==> config.mk <==
export PLATFORM = sky130hd
export DESIGN_NAME = load_store_unit
export DESIGN_NICKNAME = d
export VERILOG_FILES = /design/src/rtl/load_store_unit.sv
export SDC_FILE = /design/constraint.sdc
export NUM_CORES = 1
export LEC_CHECK = 0
export CORE_MARGIN = 1.5
export CORE_UTILIZATION = 30
export DETAILED_ROUTE_END_ITERATION = 8
export GPL_TIMING_DRIVEN = 1
export PLACE_DENSITY = 0.59
export SYNTH_ARGS = -nofsm -noshare
export SYNTH_HDL_FRONTEND = slang
export SYNTH_SLANG_ARGS = --single-unit
==> constraint.sdc <==
create_clock -name clk -period 9.47 [get_ports clk]
set_clock_uncertainty 0.05 [all_clocks]
set_input_delay 1.894 -clock clk [delete_from_list [all_inputs] [get_ports clk]]
set_output_delay 1.894 -clock clk [all_outputs]
set_load 0.02 [all_outputs]
==> src/rtl/load_store_unit.sv <==
// Load/store unit: byte/half/word accesses to a word-wide memory; sub-word stores use read-modify-write.
// Optional build macro LSU_RANGE_CHECK_EN flags accesses whose word index is >= WORDS as errors.
module load_store_unit #(
    parameter int WORDS      = 64,
    parameter int DATA_WIDTH = 32
) (
    input  logic                  clk,
    input  logic                  rst,
    input  logic                  req_valid,
    output logic                  req_ready,
    input  logic                  req_write,
    input  logic [1:0]            req_size,
    input  logic                  req_unsigned,
    input  logic [DATA_WIDTH-1:0] req_addr,
    input  logic [DATA_WIDTH-1:0] req_wdata,
    output logic                  resp_valid,
    input  logic                  resp_ready,
    output logic [DATA_WIDTH-1:0] resp_rdata,
    output logic                  resp_err,
    output logic [DATA_WIDTH-1:0] mem_addr,
    input  logic [DATA_WIDTH-1:0] mem_rdata,
    output logic [DATA_WIDTH-1:0] mem_wdata,
    output logic                  mem_write
);

    // state | meaning
    // IDLE  | ready for a request
    // RD    | memory read: load lane extract, or RMW merge for sub-word store
    // WR    | single-cycle aligned word write
    // DONE  | response presented until resp_ready
    typedef enum logic [1:0] {
        IDLE = 2'd0,
        RD   = 2'd1,
        WR   = 2'd2,
        DONE = 2'd3
    } state_t;

    localparam logic [1:0] SZ_BYTE = 2'b00;
    localparam logic [1:0] SZ_HALF = 2'b01;
    localparam logic [1:0] SZ_WORD = 2'b10;
    localparam logic [1:0] SZ_BAD  = 2'b11;

    state_t                r_state;
    state_t                w_next;

    logic [DATA_WIDTH-1:0] r_addr;
    logic [DATA_WIDTH-1:0] r_wdata;
    logic [DATA_WIDTH-1:0] r_rdata;
    logic [1:0]            r_size;
    logic                  r_write;
    logic                  r_unsigned;
    logic                  r_err;

    logic                  w_accept;
    logic                  w_align_err;
    logic                  w_range_err;
    logic                  w_req_err;
    logic [4:0]            w_lane_shift;
    logic [7:0]            w_byte;
    logic [15:0]           w_half;
    logic [DATA_WIDTH-1:0] w_load_val;
    logic [DATA_WIDTH-1:0] w_lane_mask;
    logic [DATA_WIDTH-1:0] w_lane_data;
    logic [DATA_WIDTH-1:0] w_merged;
    logic [DATA_WIDTH-1:0] w_word_addr;

    assign w_accept = req_valid && req_ready;

    assign w_align_err = (req_size == SZ_BAD)
                      || ((req_size == SZ_HALF) && req_addr[0])
                      || ((req_size == SZ_WORD) && (req_addr[1:0] != 2'b00));

`ifdef LSU_RANGE_CHECK_EN
    localparam logic [DATA_WIDTH-3:0] WORDS_LIMIT = (DATA_WIDTH-2)'(WORDS);
    assign w_range_err = (req_addr[DATA_WIDTH-1:2] >= WORDS_LIMIT);
`else
    assign w_range_err = 1'b0;
`endif

    assign w_req_err = w_align_err || w_range_err;

    // Little-endian lane selection from the latched byte offset.
    assign w_lane_shift = {r_addr[1:0], 3'b000};

    always_comb begin
        w_byte = mem_rdata[7:0];
        case (r_addr[1:0])
            2'd1:    w_byte = mem_rdata[15:8];
            2'd2:    w_byte = mem_rdata[23:16];
            2'd3:    w_byte = mem_rdata[31:24];
            default: w_byte = mem_rdata[7:0];
        endcase
    end

    assign w_half = r_addr[1] ? mem_rdata[31:16] : mem_rdata[15:0];

    always_comb begin
        w_load_val = mem_rdata;
        case (r_size)
            SZ_BYTE: w_load_val = {{(DATA_WIDTH-8){~r_unsigned & w_byte[7]}}, w_byte};
            SZ_HALF: w_load_val = {{(DATA_WIDTH-16){~r_unsigned & w_half[15]}}, w_half};
            default: w_load_val = mem_rdata;
        endcase
    end

    always_comb begin
        w_lane_mask = '1;
        case (r_size)
            SZ_BYTE: w_lane_mask = DATA_WIDTH'(8'hFF) << w_lane_shift;
            SZ_HALF: w_lane_mask = DATA_WIDTH'(16'hFFFF) << w_lane_shift;
            default: w_lane_mask = '1;
        endcase
    end

    assign w_lane_data = r_wdata << w_lane_shift;
    assign w_merged    = (mem_rdata & ~w_lane_mask) | (w_lane_data & w_lane_mask);
    assign w_word_addr = {r_addr[DATA_WIDTH-1:2], 2'b00};

    always_ff @(posedge clk or posedge rst) begin
        if (rst) begin
            r_state <= IDLE;
        end else begin
            r_state <= w_next;
        end
    end

    always_comb begin
        w_next = r_state;
        case (r_state)
            IDLE: begin
                if (w_accept) begin
                    if (w_req_err) begin
                        w_next = DONE;
                    end else if (req_write && (req_size == SZ_WORD)) begin
                        w_next = WR;
                    end else begin
                        w_next = RD;
                    end
                end
            end
            RD:      w_next = r_write ? WR : DONE;
            WR:      w_next = DONE;
            DONE:    w_next = resp_ready ? IDLE : DONE;
            default: w_next = IDLE;
        endcase
    end

    // mem_write comes from state alone so an async reset removes it immediately.
    always_comb begin
        req_ready  = 1'b0;
        resp_valid = 1'b0;
        mem_write  = 1'b0;
        mem_addr   = '0;
        mem_wdata  = '0;
        case (r_state)
            IDLE: req_ready = 1'b1;
            RD:   mem_addr  = w_word_addr;
            WR: begin
                mem_addr  = w_word_addr;
                mem_write = 1'b1;
                mem_wdata = r_wdata;
            end
            DONE:    resp_valid = 1'b1;
            default: req_ready  = 1'b0;
        endcase
    end

    always_ff @(posedge clk or posedge rst) begin
        if (rst) begin
            r_addr     <= '0;
            r_wdata    <= '0;
            r_rdata    <= '0;
            r_size     <= SZ_BYTE;
            r_write    <= 1'b0;
            r_unsigned <= 1'b0;
            r_err      <= 1'b0;
        end else if (w_accept) begin
            r_addr     <= req_addr;
            r_wdata    <= req_wdata;
            r_size     <= req_size;
            r_write    <= req_write;
            r_unsigned <= req_unsigned;
            r_err      <= w_req_err;
            r_rdata    <= '0;
        end else if (r_state == RD) begin
            if (r_write) begin
                r_wdata <= w_merged;
            end else begin
                r_rdata <= w_load_val;
            end
        end
    end

    assign resp_rdata = r_rdata;
    assign resp_err   = r_err;

endmodule

; Word level (Yosys, flattened, before mapping)
; Cells that the tools add are included.
[word_totals]
ff_bits = 103
in_bits = 104
out_inout_bits = 100
wordCells = 65
[op_classes]
eq_ne = 12
shift = 3
n_mux = 21
n_bitwise = 7
reduce_logical = 14
[op_table]
columns = operator, n
row1 = 32-bit two-way mux, 8
row2 = 32-bit one-hot mux with 2 select lines, 2
row3 = 32-bit AND, 2
row4 = 32-bit NOT, 1
row5 = 32-bit bitwise OR, 1
row6 = 16-bit by 5-bit left shift with 32-bit output (first input constant), 1
row7 = 32-bit by 5-bit left shift with 32-bit output, 1
row8 = 8-bit by 5-bit left shift with 32-bit output (first input constant), 1
row9 = 8-bit one-hot mux with 3 select lines, 1
row10 = 16-bit two-way mux, 1
row11 = 2-bit equality test (second input constant), 6
row12 = 2-bit by 1-bit equality test with 1-bit output (second input constant), 4
row13 = 2-bit two-way mux, 4
row14 = 2-bit one-hot mux with 4 select lines, 1
row15 = 2-bit nonzero test, 3
row16 = 1-bit logical AND, 4
row17 = 2-bit zero test, 2
row18 = 1-bit two-way mux, 4
row19 = 2-bit AND reduction, 2
row20 = 1-bit AND, 2
row21 = 1-bit logical OR, 2
row22 = 2-bit by 1-bit != test with 1-bit output (second input constant), 1
row23 = 2-bit != test (second input constant), 1
row24 = 2-bit OR reduction, 1
row25 = 1-bit NOT, 1

; Logic depth before layout (Yosys ltp)
[logic_depth]
depth_word = 8
mapped_depth = 9
depth_no_buf = 6

; Worst setup path before layout
; OpenSTA, ideal clock, no wires.
[synth_path]
path_type = flip-flop to output port
from = reg r_state[0]
to = out mem_wdata[10]
arrival_time_ns = 1.300
slack_ns = 6.226
stages_incl_launch_ff = 5
cell_sequence = dfrtp_1 > inv_1 > ha_1 > clkbuf_1 > and2_1
[synth_between]
elab_chain_cells = 2
[synth_rtl]
columns = element, line
row1 = start: declaration, 43  ; state_t r_state;
row2 = start signal: assignment, 123  ; r_state <= w_next;
row3 = 2-bit equality test, 155  ; case (r_state)
row4 = 32-bit two-way mux, 155
row5 = end: declaration, 22  ; output logic [DATA_WIDTH-1:0] mem_wdata,
; Every way passes these cells.

; Worst setup path after layout
[layout_path]
from = reg r_state[0]
to = out mem_wdata[8]
; Same word-level chain as after synthesis.

==> flow_summary.yaml <==
pwr:
  p_per_area_nw_per_um2: 354.3
  power.leakage_uw: 0.003597
  power_frac_clock_pct: 13.0
  switchingPower_uw: 1330
  p_int_uw: 1647
  peakVddDrop_uv: 148.5
  combPwrFrac_pct: 60.0
  power.sequential.fraction_pct: 27.0
  switching_share_pct: 44.68
critical_path:
  critPathCaptureType: "output port"
  cp_max_fo: 35
  crit_chain: "inv_1, ha_1, and2_1, clkdlybuf4s50_1"
  critPathLaunchType: "flop"
  cp_slowest_cell: "ha_1"
  slowest_delay_ns: 0.83
  critPathTopFamily: "adder cells"
  criticalPathCategory: "flop to output port"
  critPathBufInv: 2
  cp_data_arrival_time_ns: 2.61
  required_ns: 7.53
clock_network:
  clock_path_buffers: 2
  cts_tree: "yes"
  hold_buffers: 0
  cts_buffers: 9
  cts-resized-gates: 0
  cts_htree_levels: 3
  worstSkewPairLatency_ns: 0.36
  cts_sinks: 103
  clk_pin_slew_ns: 0.07
  cts_root_buf: "clkbuf_16"
  post_cts_buffers: 0
grt:
  grt_overflow: 0
  antenna_found_initial: 1
  track_usage_pct: 20.96
  grt_pass1_vias: 5756
  grt_pass1_wl_um: 32860
  grt_max_degree: 76
synthesis:
  synthArstFlopShare_pct: 100.0
  syn_area_um2: 5932
  ys.warnings.count: 0
  synth_top_family_by_area: "compound AO/OA/AOI/OAI gates"
  synth_fa_ha_area_share_pct: 0.8437
  synthMuxAreaShare_pct: 3.733
  synthDistinctLibCells: 42
  synth-edff-count: 0
  synth_simple_gate_area_share_pct: 22.63
  ys_ff_latch: 103
  postSynthAreaPerCell_um2: 8.762
  synth_xor_area_share_pct: 0
  synthCells: 677
  ys_seq_area_share_pct: 43.45
  ys_dominant_reg_cell: "dfrtp_1"
  synth-compound-area-share_pct: 23.86
sta:
  setup_viol: 0
  rsz0062_at_grt: "no"
  layout_min_cycle_time_ns: 4.552
  max_freq_ghz: 0.2197
  tightest_slew_ns: 1.239
  finalWorstSetupSlack_ns: 4.918
  setup-tns-final_ns: 0
  final_hold_viol_count: 0
  fin_crit_sh_pct: 48.06
  slew_headroom_pct: 17.38
  finalMaxSlewViolations: 0
placed_design:
  post-place-ws_ns: 4.754
  placed_area_um2: 8105
  gp_congestion: 0.8279
  port_buffers: 201
  dp_hpwl_um: 15100
floorplanning:
  die_w_um: 143.6
  die_area_um2: 20630
  rows: 51
  start_util_pct: 30.58
  die_y_um: 143.6
  io-pin-count: 204
  coreArea_um2: 19400
cells_and_area:
  syn_to_final_growth_pct: 41.62
  layout_common_cells: "201 x clkdlybuf4s50_1, 147 x nand2_1, 103 x dfrtp_1"
  finalInstanceArea_um2: 8401
  layout.nets: 949
  drive_gt1_share_pct: 6.265
  n_fill_cell: 1955
  layout_commonest_cell: "clkdlybuf4s50_1"
min_path:
  holdCritPathClass: "flop to flop"
drt:
  dr.first_iter.drc_count: 422
  totalWireLength_um: 21340
  firstDrtPassIters: 6
  drc_errors: 0
  vias: 5702
  wl_per_cell_um: 19.19
  antenna_left: 0
  routed_via_density: 5.128
flow_run:
  drv_cap: 0
status:
  status: "completed"
-- layer usage --
metal / part of all wire (%) / up-vias / track usage (%)
li1: - / 2716 / -
met1: 43 / 2680 / 28.08
met2: 45 / 269 / 31.65
met3: 9.3 / 37 / 6.098
met4: 2.6 / 0 / 8.378
met5: 0 / - / 0
-- cell type report --
| class | instances | area [um^2] | area share (%) |
|---|---|---|---|
| sequential | 103 | 2577 | 30.68 |
| clock buffer | 13 | 250.2 | 2.979 |
| inverter | 16 | 62.56 | 0.7447 |
| tap | 265 | 331.6 | 3.947 |
| timing repair buffer | 211 | 2087 | 24.84 |
| antenna | 1 | 2.502 | 0.02979 |
| multi-input combinational | 500 | 3047 | 36.27 |
| clock inverter | 3 | 42.54 | 0.5064 |
-- worst paths after layout --
kind / cells past startpoint / endpoint / from / slack, ns
worst max-delay path: 4 / mem_wdata[8] / r_state[0] / 4.92
worst min-delay path: 2 / r_addr[29] / r_addr[29] / 0.42
worst max register to register: 8 / resp_rdata[0] / r_state[0] / 6.41
worst min register to register: 2 / r_addr[29] / r_addr[29] / 0.42
max in group asynchronous: 3 / asynchronous set/reset pin / rst / 6.24
min in group asynchronous: 2 / r_addr[10] / rst / 1.83
-- synth_stat cells (8+ instances only) --
library cell  count  area, um^2
nor2_1           42       157.7
buf_2            14       70.07
and2_1           64       400.4
a21oi_1          16       80.08
clkbuf_1         32       120.1
o21ai_0          30       150.1
a22o_1           14       122.6
a31oi_1          10       62.56
mux2_2           17       191.4
buf_1             8       30.03
inv_1            16       60.06
nand2_1         148       555.5
a222oi_1          8       80.08
a211o_1          28       245.2
o31ai_1          16       120.1
dfrtp_1         103        2577
nor4_1            8       50.05
a221oi_1          9       78.83
nor3_1            8       40.04
a22oi_1          24       180.2
-- power groups by stage --
stage                     Combinational [uW]  Sequential (uW)  Clock [uW]
after floorplan                         1110              814           0
after global placement                  1780              806           0
after detailed placement                1790              806           0
after CTS                               1800              803         394
after global routing                    1950              830         414
final                                   1790              804         386
-- worst register-to-register path: stages, from the launching register on --
cell,delay [ns]
dfrtp_1,0.42
inv_1,0.09
ha_1,0.33
and2_2,0.76
buf_4,0.56
nor2_1,0.12
buf_4,0.24
a2111oi_0,0.32
a21o_1,0.12
-- kinds of logic (layout without fill, tap and decap cells) --
group | after synthesis | in the layout
flops | 103 | 103
compound gates | 186 | 186
other cells | 1 | 3
simple gates | 288 | 288
fa+ha+maj | 4 | 4
buf+inv | 75 | 243
mux | 20 | 20
-- stage by stage --
| step | total power (uW) | std cells | utilization, % | hold slack, ns |
|---|---|---|---|---|
| final | 2976 | 1112 | 43.31 | 0.4157 |
| after global routing | 3195 | 1111 | 43.29 | 0.4439 |
| after CTS | 2995 | 1111 | 43.29 | 0.4229 |
| after detailed placement | 2597 | 1095 | 41.78 | 0.4060 |
| after global placement | 2587 | 1095 | 41.78 | 0.3996 |
| after floorplan | 1920 | 678 | - | 0.3874 |
Power figures use the tool's default switching activity.
